### src/rtl/triple_arbiter.sv
// triple_arbiter: round-robin arbiter that shares one registered 3x datapath
// (result = a + (a << 1)) among NUM_REQ valid/ready requesters. Each accepted
// operand goes IDLE -> CALC -> RESP and comes back tagged with its requester ID.
// Optional feature: define TRIPLE_ARB_CNT_EN to add the 8-bit done_count output,
// which counts completed response handshakes and wraps 255 -> 0.
module triple_arbiter #(
  parameter int NUM_REQ = 4,
  parameter int ID_W    = 2,
  parameter int A_W     = 4,
  parameter int R_W     = A_W + 2
) (
  input  logic                   clk,
  input  logic                   rst_n,
  input  logic [NUM_REQ-1:0]     req_valid,
  input  logic [NUM_REQ*A_W-1:0] req_a,
  output logic [NUM_REQ-1:0]     req_ready,
  output logic                   rsp_valid,
  input  logic                   rsp_ready,
  output logic [ID_W-1:0]        rsp_id,
  output logic [R_W-1:0]         rsp_result,
  output logic                   busy
`ifdef TRIPLE_ARB_CNT_EN
  ,
  output logic [7:0]             done_count
`endif
);

  typedef enum logic [1:0] {IDLE, CALC, RESP} state_t;

  localparam logic [ID_W-1:0] LAST_ID = ID_W'(NUM_REQ - 1);

  state_t          state, state_next;
  logic [ID_W-1:0] rr_ptr;
  logic [ID_W-1:0] id_reg;
  logic [ID_W-1:0] grant_id;
  logic            grant_any;
  logic [A_W-1:0]  a_reg;
  logic [R_W-1:0]  result_reg;
  logic            accept;
  logic            rsp_fire;
  int              scan_idx;
  logic [ID_W-1:0] scan_id;

  // Round-robin search: first valid requester at or above rr_ptr, wrapping.
  always_comb begin
    grant_any = 1'b0;
    grant_id  = '0;
    scan_idx  = 0;
    scan_id   = '0;
    for (int k = 0; k < NUM_REQ; k++) begin
      scan_idx = int'(rr_ptr) + k;
      if (scan_idx >= NUM_REQ) scan_idx = scan_idx - NUM_REQ;
      scan_id = scan_idx[ID_W-1:0];
      if (!grant_any && req_valid[scan_id]) begin
        grant_any = 1'b1;
        grant_id  = scan_id;
      end
    end
  end

  assign accept   = (state == IDLE) && grant_any;
  assign rsp_fire = (state == RESP) && rsp_ready;

  // State register.
  always_ff @(posedge clk or negedge rst_n) begin
    if (!rst_n) state <= IDLE;
    else        state <= state_next;
  end

  // Next-state logic: one pass through the datapath per accepted request.
  always_comb begin
    state_next = state;
    unique case (state)
      IDLE:    if (accept) state_next = CALC;
      CALC:    state_next = RESP;
      RESP:    if (rsp_fire) state_next = IDLE;
      default: state_next = IDLE;
    endcase
  end

  // Output logic: the grant strobe is only visible in IDLE and never during reset.
  always_comb begin
    req_ready = '0;
    if ((state == IDLE) && rst_n && grant_any) req_ready[grant_id] = 1'b1;
    rsp_valid  = (state == RESP);
    busy       = (state != IDLE);
    rsp_id     = id_reg;
    rsp_result = result_reg;
  end

  // Operand capture, pointer advance and the registered tripler.
  always_ff @(posedge clk or negedge rst_n) begin
    if (!rst_n) begin
      a_reg      <= '0;
      id_reg     <= '0;
      rr_ptr     <= '0;
      result_reg <= '0;
    end else begin
      if (accept) begin
        a_reg  <= req_a[grant_id*A_W +: A_W];
        id_reg <= grant_id;
        rr_ptr <= (grant_id == LAST_ID) ? '0 : grant_id + ID_W'(1);
      end
      if (state == CALC) result_reg <= R_W'(a_reg) + (R_W'(a_reg) << 1);
    end
  end

`ifdef TRIPLE_ARB_CNT_EN
  // Completed-response counter, wraps naturally at 8 bits.
  always_ff @(posedge clk or negedge rst_n) begin
    if (!rst_n)        done_count <= '0;
    else if (rsp_fire) done_count <= done_count + 8'd1;
  end
`endif

endmodule

### config.mk
export PLATFORM = sky130hd
export DESIGN_NAME = triple_arbiter
export DESIGN_NICKNAME = d
export VERILOG_FILES = /design/src/rtl/triple_arbiter.sv
export SDC_FILE = /design/constraint.sdc
export NUM_CORES = 1
export LEC_CHECK = 0
export CORE_AREA = 2 2 58 60
export DETAILED_ROUTE_END_ITERATION = 10
export DIE_AREA = 0 0 60 62
export HOLD_SLACK_MARGIN = 0.15
export PLACE_DENSITY_LB_ADDON = 0.12
export SYNTH_ARGS = -nofsm -noshare
export SYNTH_HDL_FRONTEND = slang
export SYNTH_SLANG_ARGS = --single-unit
### constraint.sdc
create_clock -name clk -period 4.85 [get_ports clk]
set_clock_uncertainty 0.15 [all_clocks]
set_input_delay 1.2125 -clock clk [delete_from_list [all_inputs] [get_ports clk]]
set_output_delay 1.2125 -clock clk [all_outputs]
set_load 0.01 [all_outputs]
After elaboration in Yosys (flattened, before gate mapping)
Cells that the tools add are included.
- flip-flop bits (word level): 16
- memory bits (read-only): 0
- RAM bits: 0
- memories: 0
- output and inout port bits: 14
- latch bits: 0
- word-level logic and storage cells: 71
- div/mod/pow operators: 0
- shift operators: 1
- mux-type cells: 27
- $mul: 0
- $add $sub $neg: 9
- reductions and logical operators: 14
- $lt $le $gt $ge: 10
- bitwise operators: 0
- equality and inequality tests: 5
- operators by type and width (cell ; count):
    $mux 2 ; 11
    $shiftx 16x5->4 ; 1
    $lt 2x3->1 const B ; 5
    $ge 3x3->1 const B ; 3
    $mux 1 ; 9
    $bmux 1 s2 ; 4
    $logic_and 1x1->1 ; 8
    $sub 2x1->2 const B ; 4
    $add 2x2->3 const B ; 2
    $add 4x5->6 ; 1
    $pmux 2 s3 ; 1
    $eq 2x2->1 const B ; 2
    $mux 4 ; 1
    $add 2x1->3 const B ; 1
    $ge 2x3->1 const B ; 1
    $logic_not 1->1 ; 3
    $add 2x1->2 const B ; 1
    $demux 1 s2 ; 1
    $eq 2x1->1 const B ; 1
    $ge 2x1->1 const B ; 1
    $logic_not 2->1 ; 1
    $ne 2x1->1 const B ; 1
    $ne 2x2->1 const B ; 1
    $reduce_and 2->1 ; 1
    $reduce_bool 2->1 ; 1

Depth between registers and ports, before layout
- word-level depth: 19
- gate-level depth with buffers: 6

Worst setup path before layout
Ideal clock, no wire load.
- path kind: input to output
- from: input req_valid[3]
- to: output req_ready[0]
- path buffers: 0
- arrival: 2.298 ns
- data required time: 3.488 ns
- path slack: 1.190 ns
- cell stages on the path: 6
- path through: nor2b_4 -> o21a_4 -> nor3_4 -> inv_1 -> ha_1 -> and3_1
- longest elaborated chain between the ends: 17
- elaborated cells on any way between the ends: 29
- classes of those cells: order compare (2); mux (19); reduce/logical (8)
- ends and longest elaborated chain (what ; RTL line ; source):
    start, declared ; 14 ; input logic [NUM_REQ-1:0] req_valid,
    $bmux 1 s2 ; 54 ; if (!grant_any && req_valid[scan_id]) begin
    $mux 1 (not written as such) ; 54 ;
    $mux 1 ; 54 ;
    $logic_not 1->1 ; 54 ;
    $logic_and 1x1->1 ; 54 ;
    $mux 1 ; 54 ;
    $logic_not 1->1 ; 54 ;
    $logic_and 1x1->1 ; 54 ;
    [... 2 more ...] ; n/a ;
    $logic_and 1x1->1 ; 54 ;
    $mux 2 * ; 54 ;
    via grant_id[0] ; 35 ; logic [ID_W-1:0] grant_id;
    $lt 2x3->1 (not written as such) or $ge 2x1->1 (tied branches) ; 84 ; if ((state == IDLE) && rst_n && grant_any) req_ready[grant_id] = 1'b1;
    $logic_and 1x1->1 (not written as such) ; 84 ;
    $mux 1 (not written as such) ; 84 ;
    $demux 1 s2 * ; 84 ;
    $mux 4 * ; 84 ;
    end, declared ; 16 ; output logic [NUM_REQ-1:0] req_ready,
The timed path passes the listed nets; every way through them passes the cells marked *. The select of a mux whose other input is x is not followed.

Worst setup path after layout
- from: input req_valid[3]
- to: output req_ready[2]
The elaborated chain is that of the path after synthesis.

==> out/metrics.cfg <==
[setup_path]
cp.arrival_ns = 3.26
crit_required_ns = 3.49
worstSetupPathType = primary input to output pin
cp-start-kind = primary input
critPathMaxFanout = 5
cp-end-kind = output pin
worst-r2r-setup-slack_ns = 3.00

[cts]
clockRootBuffer = clkbuf_4
cts_tree = built
htreeDepth = 1
clkSinkCount = 16
holdBufCountCts = 0
cts-buffers-inserted = 3
clkTransAtPathRegs_ns = 0.11
clk_latency_ns = 0.29
clockBufferDepth = 2

[sta]
period_needed_ns = 4.62
fin_hold_ws_ns = 0.333
finalMaxSlewViolations = 0
fin_crit_sh_pct = 95.3
rsz0062_at_grt = no
fmax_mhz = 216
final_hold_viol_count = 0
setup_viol = 0
finalSetupTns_ns = 0
maxSlewHeadroom_pct = 70.8
tightest_slew_ns = 0.433

[synthesis]
yosys.area.top_type = dfrtp_1
synth_top_family_by_area = simple AND/OR/NAND/NOR gates
synth_top_cell_area_share_pct = 38.4
synth_compound_area_share_pct = 16.9
syn_area_sq_um = 1040
ys_seq_area_share_pct = 38.4
avgSynthCellArea_sq_um = 9.57
async_reset_ff_share_pct = 100
synth_nets = 142
synth_xor_area_share_pct = 1.68
ys_ff_latch = 16
syn_inst = 109
yosys.area_share.simple_pct = 20.4
synthAdderAreaFrac_pct = 12.7
yosysWarnings = 0
synthFlopType = dfrtp_1
synth_edf_count = 0
yosys-top-cells-area = dfrtp_1 (38%), ha_1 (11%), nand2_1 (5.8%), mux2i_1 (3.8%), a211o_1 (3.4%)
synth.distinct_cells = 27
yosys-top-cells-count = dfrtp_1 (16), nand2_1 (16), ha_1 (9), nor2_1 (9), o21ai_0 (6)
muxShareOfSynthArea_pct = 7.07

[global_route]
antenna_found_initial = 0
grt_overflow = 0
grt_max_degree = 16
grt_pass1_wl_microns = 3690
grt_use_total_pct = 13.2
grt_pass1_vias = 866

[hold_path]
holdCritPathClass = flop to flop

[routing]
drt_iter0_drc = 17
wl_per_cell_microns = 11.6
vias = 912
drtAntennaViolNets = 0
drc = 0
via_per_inst = 4.63
first_pass_iters = 4
totalWireLength_microns = 2290

[power]
p_leak_nw = 0.689
ir_worst_vdd_mv = 0.168
power.density_nw_per_um2 = 527

[placement]
placement.io_buffers = 36
place_congestion = 0.794
dp_hpwl_microns = 1910
placed_area_sq_um = 1480

[floorplanning]
die_y_microns = 62
die_area_sq_um = 3720
std_cell_rows = 21
ios = 37
die_w_microns = 60
start_util_pct = 32.8
coreArea_sq_um = 3180

[final_layout]
diodes = 0
area_growth_pct = 45.9
largest_reg_flops = 6
drive_gt1_share_pct = 10.6
layout.nets = 185
finalInstanceArea_sq_um = 1520

[job]
drv_cap = 0

[status]
status = completed

## through the flow
step                utilization (%)  std cells  power, mW  setup WS (ns)
floorplan                         -        109      0.537           1.19
global route                   47.9        197      0.888          0.142
CTS                            47.8        197      0.817          0.137
finish                         47.9        197      0.803          0.227
global placement               46.7        193      0.711          0.196
detailed placement             46.7        193      0.725          0.136
## logic make-up (layout without fill, tap and decap cells)
| family | Yosys count | in the layout |
|---|---|---|
| adders and majority gates | 10 | 10 |
| buffers and inverters | 8 | 50 |
| and+or+nand+nor | 41 | 41 |
| AOI/OAI and AO/OA | 25 | 25 |
| DFF | 16 | 16 |
| muxes | 7 | 7 |
| xor gates and xnor gates | 2 | 2 |
## final cells by class
| type | instances | area (sq um) |
|---|---|---|
| repair buffers | 40 | 390 |
| flip-flops and latches | 16 | 400 |
| inverters | 6 | 22.5 |
| well taps | 46 | 57.6 |
| clock buffers | 4 | 36.3 |
| fillers | 322 | 1660 |
| multi-input cells | 85 | 616 |
## where the power goes
group          internal, mW  switching (mW)  total (mW)
clock                0.0457          0.0439      0.0896
sequential            0.200          0.0531       0.253
combinational         0.239           0.222       0.460
total                 0.485           0.319       0.803
## cells in the final DEF, fill, tap and decap left out, types with 2 or more instances in the layout
cell type | netlist | final
inv_1 | 5 | 5
nand4_1 | 4 | 4
o21ai_0 | 6 | 6
clkdlybuf4s50_1 | 0 | 36
dfrtp_1 | 16 | 16
a21oi_1 | 4 | 4
o211ai_1 | 3 | 3
a211o_1 | 4 | 4
nand2_1 | 16 | 16
clkbuf_4 | 0 | 3
o31ai_1 | 4 | 4
nor2_1 | 9 | 8
xor2_1 | 2 | 2
buf_4 | 0 | 4
and3_1 | 4 | 4
ha_1 | 9 | 9
mux2_2 | 3 | 3
nand2b_1 | 4 | 4
mux2i_1 | 4 | 4
## final timing paths
path                              startpoint            to  cells past startpoint
max in group asynchronous              rst_n     rr_ptr[0]                      2
worst max register to register     rr_ptr[1]      a_reg[2]                      6
worst min register to register     rsp_id[1]     rsp_id[1]                      2
worst min-delay path               rsp_id[1]     rsp_id[1]                      2
min in group asynchronous              rst_n     rr_ptr[1]                      1
worst max-delay path            req_valid[3]  req_ready[2]                      8
## per-layer routing
metal / share of wire [%] / up-vias / track usage [%]
met5: 0 / - / 0
met3: 5.5 / 2 / 3.31
met2: 48 / 24 / 22.7
li1: - / 473 / -
met4: 1.1 / 0 / 5.40
met1: 45 / 413 / 15.9
## critical path, stage by stage
cell	delay, ns
clkdlybuf4s50_1	0.58
nor2b_4	0.06
o21a_4	0.24
nor3_4	0.23
inv_1	0.11
ha_1	0.20
and3_1	0.16
clkdlybuf4s50_1	0.47
## what timing repair did
action	4_1_cts	5_1_grt
setup endpoints to repair	0	2
buffers inserted	0	0
gates resized for setup	0	1
Note: power is estimated with default switching activity, not from simulation.
